$ cat src/rtl/seg_scan_if.sv
// seg_scan_if: multiplexed seven-segment bus plus the decoded per-digit results
interface seg_scan_if #(
  parameter int DIGITS = 8
);
  logic [7:0]          seg;
  logic [DIGITS-1:0]   an;
  logic [4*DIGITS-1:0] hex_out;
  logic [DIGITS-1:0]   dp_out;
  logic [DIGITS-1:0]   valid;
  logic                update;
  logic                err;
  logic                err_kind;
  modport master (output seg, an, input hex_out, dp_out, valid, update, err, err_kind);
  modport slave  (input seg, an, output hex_out, dp_out, valid, update, err, err_kind);
endinterface

$ cat src/rtl/seg_scan_decoder.sv
// seg_scan_decoder: debounces an active-low 7-seg scan bus and decodes each digit to hex.
// Define SEG_SCAN_DP_EN to capture the decimal point per digit.
module seg_scan_decoder #(
  parameter int DIGITS        = 8,
  parameter int STABLE_CYCLES = 4
) (
  input logic clk,
  input logic rst,
  seg_scan_if.slave bus
);
  localparam int CW = $clog2(STABLE_CYCLES + 1);
  localparam int W  = 8 + DIGITS;
`ifdef SEG_SCAN_DP_EN
  localparam logic [W-1:0] MASK = '1;
`else
  localparam logic [W-1:0] MASK = {8'hFE, {DIGITS{1'b1}}};
`endif
  typedef enum logic {SETTLE, HELD} state_t;
  state_t              state, state_n;
  logic [7:0]          s_seg;
  logic [DIGITS-1:0]   s_an;
  logic [W-1:0]        prev;
  logic [CW-1:0]       cnt, cnt_n;
  logic                changed, full, eval, dp_val;
  logic [6:0]          p;
  logic [4:0]          dec;
  logic [4*DIGITS-1:0] hex_q, hex_n;
  logic [DIGITS-1:0]   dp_q, dp_n, valid_q, valid_n;
  logic                upd_q, upd_n, err_q, err_n, kind_q, kind_n;

  // returns {legal, value} for an active-high abcdefg pattern
  function automatic logic [4:0] decode(input logic [6:0] v);
    case (v)
      7'b1111110: decode = 5'h10;
      7'b0110000: decode = 5'h11;
      7'b1101101: decode = 5'h12;
      7'b1111001: decode = 5'h13;
      7'b0110011: decode = 5'h14;
      7'b1011011: decode = 5'h15;
      7'b1011111: decode = 5'h16;
      7'b1110000: decode = 5'h17;
      7'b1111111: decode = 5'h18;
      7'b1110011: decode = 5'h19;
      7'b1110111: decode = 5'h1A;
      7'b0011111: decode = 5'h1B;
      7'b0001101: decode = 5'h1C;
      7'b0111101: decode = 5'h1D;
      7'b1101111: decode = 5'h1E;
      7'b1000111: decode = 5'h1F;
      default:    decode = 5'h00;
    endcase
  endfunction

  assign p       = ~s_seg[7:1];
  assign dec     = decode(p);
  assign changed = |(({s_seg, s_an} ^ prev) & MASK);
  assign full    = cnt == CW'(STABLE_CYCLES);
  assign eval    = !changed && state == SETTLE && full;
`ifdef SEG_SCAN_DP_EN
  assign dp_val  = ~s_seg[0];
`else
  assign dp_val  = 1'b0;
`endif

  always_comb begin
    state_n = changed ? SETTLE : eval ? HELD : state;
    cnt_n   = changed ? CW'(1) : full ? cnt : cnt + CW'(1);
  end

  always_comb begin
    hex_n   = hex_q;
    valid_n = valid_q;
    dp_n    = dp_q;
    upd_n   = 1'b0;
    err_n   = 1'b0;
    kind_n  = 1'b0;
    if (eval && !(&s_an)) begin
      if (!$onehot(~s_an)) begin
        err_n  = 1'b1;
        kind_n = 1'b1;
      end else begin
        for (int d = 0; d < DIGITS; d++) begin
          if (!s_an[d]) begin
            if (p == 7'd0) begin
              valid_n[d] = 1'b0;
              dp_n[d]    = dp_val;
            end else if (dec[4]) begin
              hex_n[4*d +: 4] = dec[3:0];
              valid_n[d]      = 1'b1;
              dp_n[d]         = dp_val;
              upd_n           = 1'b1;
            end else begin
              valid_n[d] = 1'b0;
              err_n      = 1'b1;
            end
          end
        end
      end
    end
  end

  always_ff @(posedge clk or posedge rst) begin
    if (rst) begin
      state   <= SETTLE;
      cnt     <= '0;
      s_seg   <= 8'hFF;
      s_an    <= '1;
      prev    <= '1;
      hex_q   <= '0;
      dp_q    <= '0;
      valid_q <= '0;
      upd_q   <= 1'b0;
      err_q   <= 1'b0;
      kind_q  <= 1'b0;
    end else begin
      state   <= state_n;
      cnt     <= cnt_n;
      s_seg   <= bus.seg;
      s_an    <= bus.an;
      prev    <= {s_seg, s_an};
      hex_q   <= hex_n;
      dp_q    <= dp_n;
      valid_q <= valid_n;
      upd_q   <= upd_n;
      err_q   <= err_n;
      kind_q  <= kind_n;
    end
  end

  assign bus.hex_out  = hex_q;
  assign bus.dp_out   = dp_q;
  assign bus.valid    = valid_q;
  assign bus.update   = upd_q;
  assign bus.err      = err_q;
  assign bus.err_kind = kind_q;
endmodule

$ cat src/flat_wrapper.sv
// flat-port wrapper written by rule: the top's interface ports become plain ports
module seg_scan_decoder_flat 
#(
  parameter int DIGITS        = 8,
  parameter int STABLE_CYCLES = 4
)
  (clk, rst, bus_seg, bus_an, bus_hex_out, bus_dp_out, bus_valid, bus_update, bus_err, bus_err_kind);
  seg_scan_if #(.DIGITS(DIGITS)) bus_i ();
  input logic clk;
  input logic rst;
  input wire logic [$bits(bus_i.seg)-1:0] bus_seg;
  input wire logic [$bits(bus_i.an)-1:0] bus_an;
  output wire logic [$bits(bus_i.hex_out)-1:0] bus_hex_out;
  output wire logic [$bits(bus_i.dp_out)-1:0] bus_dp_out;
  output wire logic [$bits(bus_i.valid)-1:0] bus_valid;
  output wire logic [$bits(bus_i.update)-1:0] bus_update;
  output wire logic [$bits(bus_i.err)-1:0] bus_err;
  output wire logic [$bits(bus_i.err_kind)-1:0] bus_err_kind;
  assign bus_i.seg = bus_seg;
  assign bus_i.an = bus_an;
  assign bus_hex_out = bus_i.hex_out;
  assign bus_dp_out = bus_i.dp_out;
  assign bus_valid = bus_i.valid;
  assign bus_update = bus_i.update;
  assign bus_err = bus_i.err;
  assign bus_err_kind = bus_i.err_kind;
  seg_scan_decoder #(.DIGITS(DIGITS), .STABLE_CYCLES(STABLE_CYCLES)) u_core (.clk(clk), .rst(rst), .bus(bus_i));
endmodule
$ cat config.mk
export PLATFORM = sky130hd
export DESIGN_NAME = seg_scan_decoder_flat
export DESIGN_NICKNAME = d
export VERILOG_FILES = /design/src/rtl/seg_scan_if.sv /design/src/rtl/seg_scan_decoder.sv /design/src/flat_wrapper.sv
export SDC_FILE = /design/constraint.sdc
export NUM_CORES = 1
export LEC_CHECK = 0
export ABC_AREA = 1
export BUFFER_PORTS_ARGS = -buffer_cell sky130_fd_sc_hd__clkbuf_2
export CAP_MARGIN = 20
export CORE_ASPECT_RATIO = 1.25
export CORE_MARGIN = 2
export CORE_UTILIZATION = 35
export DETAILED_ROUTE_END_ITERATION = 10
export HOLD_SLACK_MARGIN = 0.1
export PLACE_DENSITY_LB_ADDON = 0.12
export SYNTH_ARGS = -nofsm -noshare
export SYNTH_HDL_FRONTEND = slang
export SYNTH_SLANG_ARGS = --single-unit
$ cat constraint.sdc
create_clock -name clk -period 4.53 [get_ports clk]
set_input_delay 0.6795 -clock clk [delete_from_list [all_inputs] [get_ports clk]]
set_output_delay 0.6795 -clock clk [all_outputs]
set_load 0.02 [all_outputs]
==> impl_metrics.env, run 1 <==
export IMPL_synth_cells=426
export IMPL_cts_buffers=9
export IMPL_p_leak_nw=2.411
export IMPL_drc=0
export IMPL_clock_path_buffers=2
export IMPL_fin_util_pct=42.24
export IMPL_hp_class="reg2reg"
export IMPL_crit_required_ns=4.75
export IMPL_syn_area_per_cell_um2=8.688
export IMPL_critPathLaunchType="flip-flop"
export IMPL_grt_usage_pct=15.16
export IMPL_critPathArrivalTime_ns=4.24
export IMPL_synth_fa_ha_area_share_pct=6.220
export IMPL_antenna_found_initial=0
export IMPL_fin_skew_ns=0.006706
export IMPL_clock_sinks=77
export IMPL_clk_pin_slew_ns=0.06
export IMPL_synth_seq_cells=77
export IMPL_ys_types=27
export IMPL_maxSlewHeadroom_pct=39.71
export IMPL_vias=2880
export IMPL_layout_nets=523
export IMPL_p_per_area_nw_per_um2=358.3
export IMPL_fmax_mhz=248.8
export IMPL_peakVddDrop_mv=0.1881
export IMPL_overflow=0
export IMPL_synthXorXnorAreaFrac_pct=0.2366
export IMPL_period_share_pct=88.74
export IMPL_cts_max_level=3
export IMPL_cp_end_kind="flip-flop"
export IMPL_mostFrequentLayoutCells="nand2_1, clkbuf_2, dfrtp_1"
export IMPL_clock_latency_ns=0.33
export IMPL_grt_max_degree=44
export IMPL_synthMuxAreaShare_pct=0
export IMPL_criticalPathCategory="reg2reg"
export IMPL_period_needed_ns=4.020
export IMPL_gp_congestion=0.8324
export IMPL_grt_pass1_vias=2782
export IMPL_num_fill_cells=1084
export IMPL_setup_viol=0
export IMPL_path_max_fanout=14
export IMPL_worstMarginPinSlew_ns=0.9030
export IMPL_syn_area_um2=3701
export IMPL_setup_tns_ns=0
export IMPL_final_common_cell="nand2_1"
export IMPL_start_util_pct=35.39
export IMPL_final_seq_area_um2=1964
export IMPL_drt_vias_per_instance=4.601
export IMPL_wl_mm=7.771
export IMPL_clock_root_buffer="clkbuf_16"
export IMPL_num_rows=42
export IMPL_synth_top_family_by_area="simple AND/OR/NAND/NOR gates"
export IMPL_post_cts_buffers=0
export IMPL_ioPinCount=69
export IMPL_hold_buffers=0
export IMPL_die_w_um=95.98
export IMPL_post_dp_hpwl_mm=5.630
export IMPL_power_share_combinational_pct=7.4
export IMPL_die_h_um=119.0
export IMPL_die_area_um2=11420
export IMPL_wire_per_inst_um=12.41
export IMPL_drt_iter0_drc=156
export IMPL_drtAntennaViolNets=0
export IMPL_multi_input_area_um2=1468
export IMPL_cts_tree="yes"
export IMPL_rsz0062_at_grt="false"
export IMPL_p_switching_mw=0.3639
export IMPL_pwr_share_seq_pct=45.9
export IMPL_maxSlewViolCount=0
export IMPL_hold_violations=0
export IMPL_drv_cap=0
export IMPL_swShare_pct=23.00
export IMPL_synth_compound_area_share_pct=1.251
export IMPL_area_growth_pct=19.34
export IMPL_internal_power_mw=1.218
export IMPL_yosysSeqAreaShare_pct=53.08
export IMPL_ys_warnings_count=0
export IMPL_dr_pass1_iters=4
export IMPL_cts_resized_gates=0
export IMPL_grt_pass1_wl_mm=13.46
export IMPL_status="finished, final reports clean"
export IMPL_core_area_um2=10460
export IMPL_synthSimpleGateAreaFrac_pct=31.00
export IMPL_n_antenna_cell=0
export IMPL_port_buffer_count=59
export IMPL_clock_power_share_pct=46.7
export IMPL_drive_above_1_share_pct=25.30
[synthesized netlist by cell type, drive strengths merged]
| library cell | instances | area (um2) |
|---|---|---|
| nand2 | 154 | 580.6 |
| dfrtp | 47 | 1176 |
| inv | 44 | 165.2 |
| nor2 | 44 | 167.7 |
| nand4 | 35 | 219.0 |
| dfstp | 30 | 788.3 |
| nand3 | 20 | 140.1 |
| buf | 17 | 123.9 |
| ha | 12 | 150.1 |
| a21oi | 4 | 20.02 |
| fa | 4 | 80.08 |
| clkinv | 3 | 11.26 |
| nor4 | 3 | 18.77 |
| nand3b | 2 | 15.01 |
| o21ai | 2 | 10.00 |
| a41oi | 1 | 8.760 |
| and3 | 1 | 6.260 |
| conb | 1 | 3.750 |
| o31ai | 1 | 7.510 |
| xnor2 | 1 | 8.760 |
[state kept, by name, summed over array words and instances, names as in the netlist]
register	count
u_core.bus.update	1
u_core.bus.hex_out	32
u_core.bus.err_kind	1
u_core.cnt	3
u_core.prev	15
u_core.s_seg	7
u_core.state	1
u_core.bus.valid	8
u_core.s_an	8
u_core.bus.err	1
[cell type report]
class	instances	share of cell area, %
Clock buffer	13	6.119
Clock inverter	3	0.9632
Inverter	47	3.994
Multi-Input combinational cell	292	33.23
Sequential cell	77	44.48
Tap cell	132	3.739
Timing Repair Buffer	62	7.479
[logic make-up after synthesis]
| family | after synthesis |
|---|---|
| AOI/OAI and AO/OA | 8 |
| xor gates and xnor gates | 1 |
| adders and majority gates | 16 |
| buffers and inverters | 64 |
| DFF | 77 |
| other | 1 |
| and+or+nand+nor | 259 |
[through the flow]
stage	power [mW]	worst slack, ns	cell area [um2]	instances	hold slack, ns
after detailed placement	0.8589	0.4515	4104	610	0.3823
after CTS	1.613	0.4418	4417	626	0.3899
after global placement	0.8535	0.5493	4104	610	0.3817
after floorplan	0.8283	1.100	3727	433	0.3712
final	1.582	0.5099	4417	626	0.3876
after global routing	1.666	0.1810	4417	626	0.3979
[worst paths after layout]
path / from / to / slack (ns) / cells past startpoint
max: u_core.s_an[3] / u_core.bus.hex_out[4] / 0.51 / 15
min: u_core.s_an[4] / u_core.prev[4] / 0.39 / 0
max reg2reg: u_core.s_an[3] / u_core.bus.hex_out[4] / 0.51 / 15
min reg2reg: u_core.s_an[4] / u_core.prev[4] / 0.39 / 0
max in group asynchronous: rst / u_core.prev[2] / 2.99 / 3
min in group asynchronous: rst / u_core.bus.hex_out[12] / 0.54 / 2
[power by group through the flow]
stage / logic, mW / clock network, mW / registers (mW)
CTS: 0.121 / 0.765 / 0.726
global route: 0.140 / 0.797 / 0.729
finish: 0.118 / 0.738 / 0.726
global placement: 0.116 / 0 / 0.737
detailed placement: 0.121 / 0 / 0.738
floorplan: 0.0941 / 0 / 0.734
[routing by layer]
| metal | global-route usage, % | up-vias | share of wire (%) |
|---|---|---|---|
| li1 | - | 1463 | - |
| met1 | 20.13 | 1353 | 45 |
| met2 | 23.73 | 54 | 49 |
| met3 | 3.416 | 10 | 3.5 |
| met4 | 6.161 | 0 | 1.7 |
| met5 | 0 | - | 0 |
[critical path, stage by stage, from the launching register on]
cell and delay, ns:
dfstp_2 0.56, clkinv_1 0.25, ha_1 0.37, inv_1 0.05, fa_1 0.39, inv_1 0.09
fa_1 0.43, ha_1 0.22, fa_1 0.43, nor2_1 0.09, nand3b_1 0.15, nor2_4 0.35
buf_4 0.26, nand3_2 0.13, nand2_1 0.11, nand2_1 0.05
No activity file was read; power rests on OpenSTA's default activity.
==> run 2: changes to the inputs <==
==> constraint.sdc (replaced) <==
create_clock -name clk -period 3.9 [get_ports clk]
set_input_delay 0.585 -clock clk [delete_from_list [all_inputs] [get_ports clk]]
set_output_delay 0.585 -clock clk [all_outputs]
set_load 0.02 [all_outputs]
==> impl_metrics.env, run 2 (synthesis results as in run 1) <==
export IMPL_wl_met1_mm=3.444
export IMPL_post_cts_buffers=0
export IMPL_criticalPathCategory="reg2reg"
export IMPL_hp_class="in2reg"
export IMPL_num_rows=42
export IMPL_grt_pass1_vias=2876
export IMPL_core_area_um2=10460
export IMPL_maxSlewViolCount=0
export IMPL_vias=2853
export IMPL_ioPinCount=69
export IMPL_pre_cts_slack_ns=0.08992
export IMPL_wl_mm=7.756
export IMPL_fin_area_um2=4405
export IMPL_rr_worst_depth=15
export IMPL_peakVddDrop_mv=0.2068
export IMPL_post_dp_hpwl_mm=5.704
export IMPL_clock_path_buffers=2
export IMPL_clk_pin_slew_ns=0.06
export IMPL_p_per_area_nw_per_um2=398.4
export IMPL_drtAntennaViolNets=0
export IMPL_dr_pass1_iters=4
export IMPL_overflow=0
export IMPL_worstMarginPinSlew_ns=0.9080
export IMPL_drv_cap=0
export IMPL_status="finished, final reports clean"
export IMPL_wire_per_inst_um=12.35
export IMPL_whs_ns=0.3267
export IMPL_fin_skew_ns=0.006567
export IMPL_area_growth_pct=19.03
export IMPL_dpl_cell_area_um2=4119
export IMPL_grt_max_degree=45
export IMPL_cts_resized_gates=0
export IMPL_grt_usage_pct=15.45
export IMPL_min_delay_path_depth=1
export IMPL_layout_setup_ws_ns=0.2472
export IMPL_drt_iter0_drc=113
export IMPL_clock_root_buffer="clkbuf_16"
export IMPL_grt_pass1_wl_mm=13.50
export IMPL_fmax_mhz=273.8
export IMPL_total_power_mw=1.755
export IMPL_hold_violations=0
export IMPL_largest_register_ffs=32
export IMPL_n_antenna_cell=0
export IMPL_cp_end_kind="flip-flop"
export IMPL_layout_nets=525
export IMPL_period_share_pct=93.66
export IMPL_path_max_fanout=30
export IMPL_critPathLaunchType="flip-flop"
export IMPL_critPathArrivalTime_ns=3.87
export IMPL_multi_input_area_um2=1473
export IMPL_clock_latency_ns=0.33
export IMPL_antenna_found_initial=0
export IMPL_hold_buffers=0
export IMPL_die_w_um=95.98
export IMPL_wl_met3_um=282
export IMPL_final_common_cell="nand2_1"
export IMPL_start_util_pct=35.39
export IMPL_num_fill_cells=1084
export IMPL_dr_wl_met2_mm=3.825
export IMPL_cts_tree="yes"
export IMPL_port_buffer_count=59
export IMPL_p_leak_nw=2.407
export IMPL_drc=0
export IMPL_drive_above_1_share_pct=25.40
export IMPL_maxSlewHeadroom_pct=39.38
export IMPL_clock_sinks=77
export IMPL_gp_congestion=0.8222
export IMPL_die_area_um2=11420
export IMPL_crit_required_ns=4.12
export IMPL_final_seq_area_um2=1964
export IMPL_mostFrequentLayoutCells="nand2_1, clkbuf_2, dfrtp_1"
export IMPL_fin_util_pct=42.13
export IMPL_top_layer="met4"
export IMPL_die_h_um=119.0
export IMPL_period_needed_ns=3.653
export IMPL_drt_vias_per_instance=4.543
export IMPL_setup_viol=0
export IMPL_cts_buffers=9
export IMPL_cts_max_level=3
[run 2: cell type report]
type                       count  share of cell area (%)
multi-input combinational    292                   33.43
timing repair buffer          64                   8.009
clock inverter                 2                  0.2272
clock buffer                  14                   5.993
inverter                      47                   4.005
tap                          132                   3.749
sequential                    77                   44.59
[run 2: power by group]
group / internal (mW) / total, mW / switching [mW]
clock network: 0.464 / 0.772 / 0.308
logic: 0.0417 / 0.139 / 0.0977
registers: 0.828 / 0.844 / 0.0154
total: 1.33 / 1.76 / 0.421
[run 2: final timing paths]
check	from	endpoint	slack (ns)
max	u_core.s_an[0]	u_core.bus.hex_out[8]	0.25
min	bus_an[6]	u_core.s_an[6]	0.33
max reg2reg	u_core.s_an[0]	u_core.bus.hex_out[8]	0.25
min reg2reg	u_core.s_an[0]	u_core.prev[0]	0.39
max in group asynchronous	rst	u_core.prev[0]	2.47
min in group asynchronous	rst	u_core.bus.hex_out[12]	0.45
[run 2: critical path: stages, from the launching register on]
cell      delay (ns)
dfstp_2         0.56
inv_2           0.10
ha_1            0.29
inv_1           0.05
fa_1            0.42
inv_1           0.09
fa_1            0.42
ha_1            0.22
fa_1            0.45
nor2_1          0.11
nand3b_1        0.15
nor2_4          0.19
buf_12          0.19
nand3_2         0.13
nand2_1         0.11
nand2_1         0.05
[run 2: per-stage QoR]
stage | setup TNS (ns) | cells
floorplan | 0 | 433
global placement | 0 | 612
detailed placement | 0 | 612
CTS | 0 | 628
global route | -0.0008336 | 628
finish | 0 | 628
[run 2: routing by layer]
layer / vias up / GRT usage (%)
met1: 1313 / 19.48
met3: 12 / 2.467
met5: - / 0
li1: 1472 / -
met2: 56 / 25.00
met4: 0 / 8.304
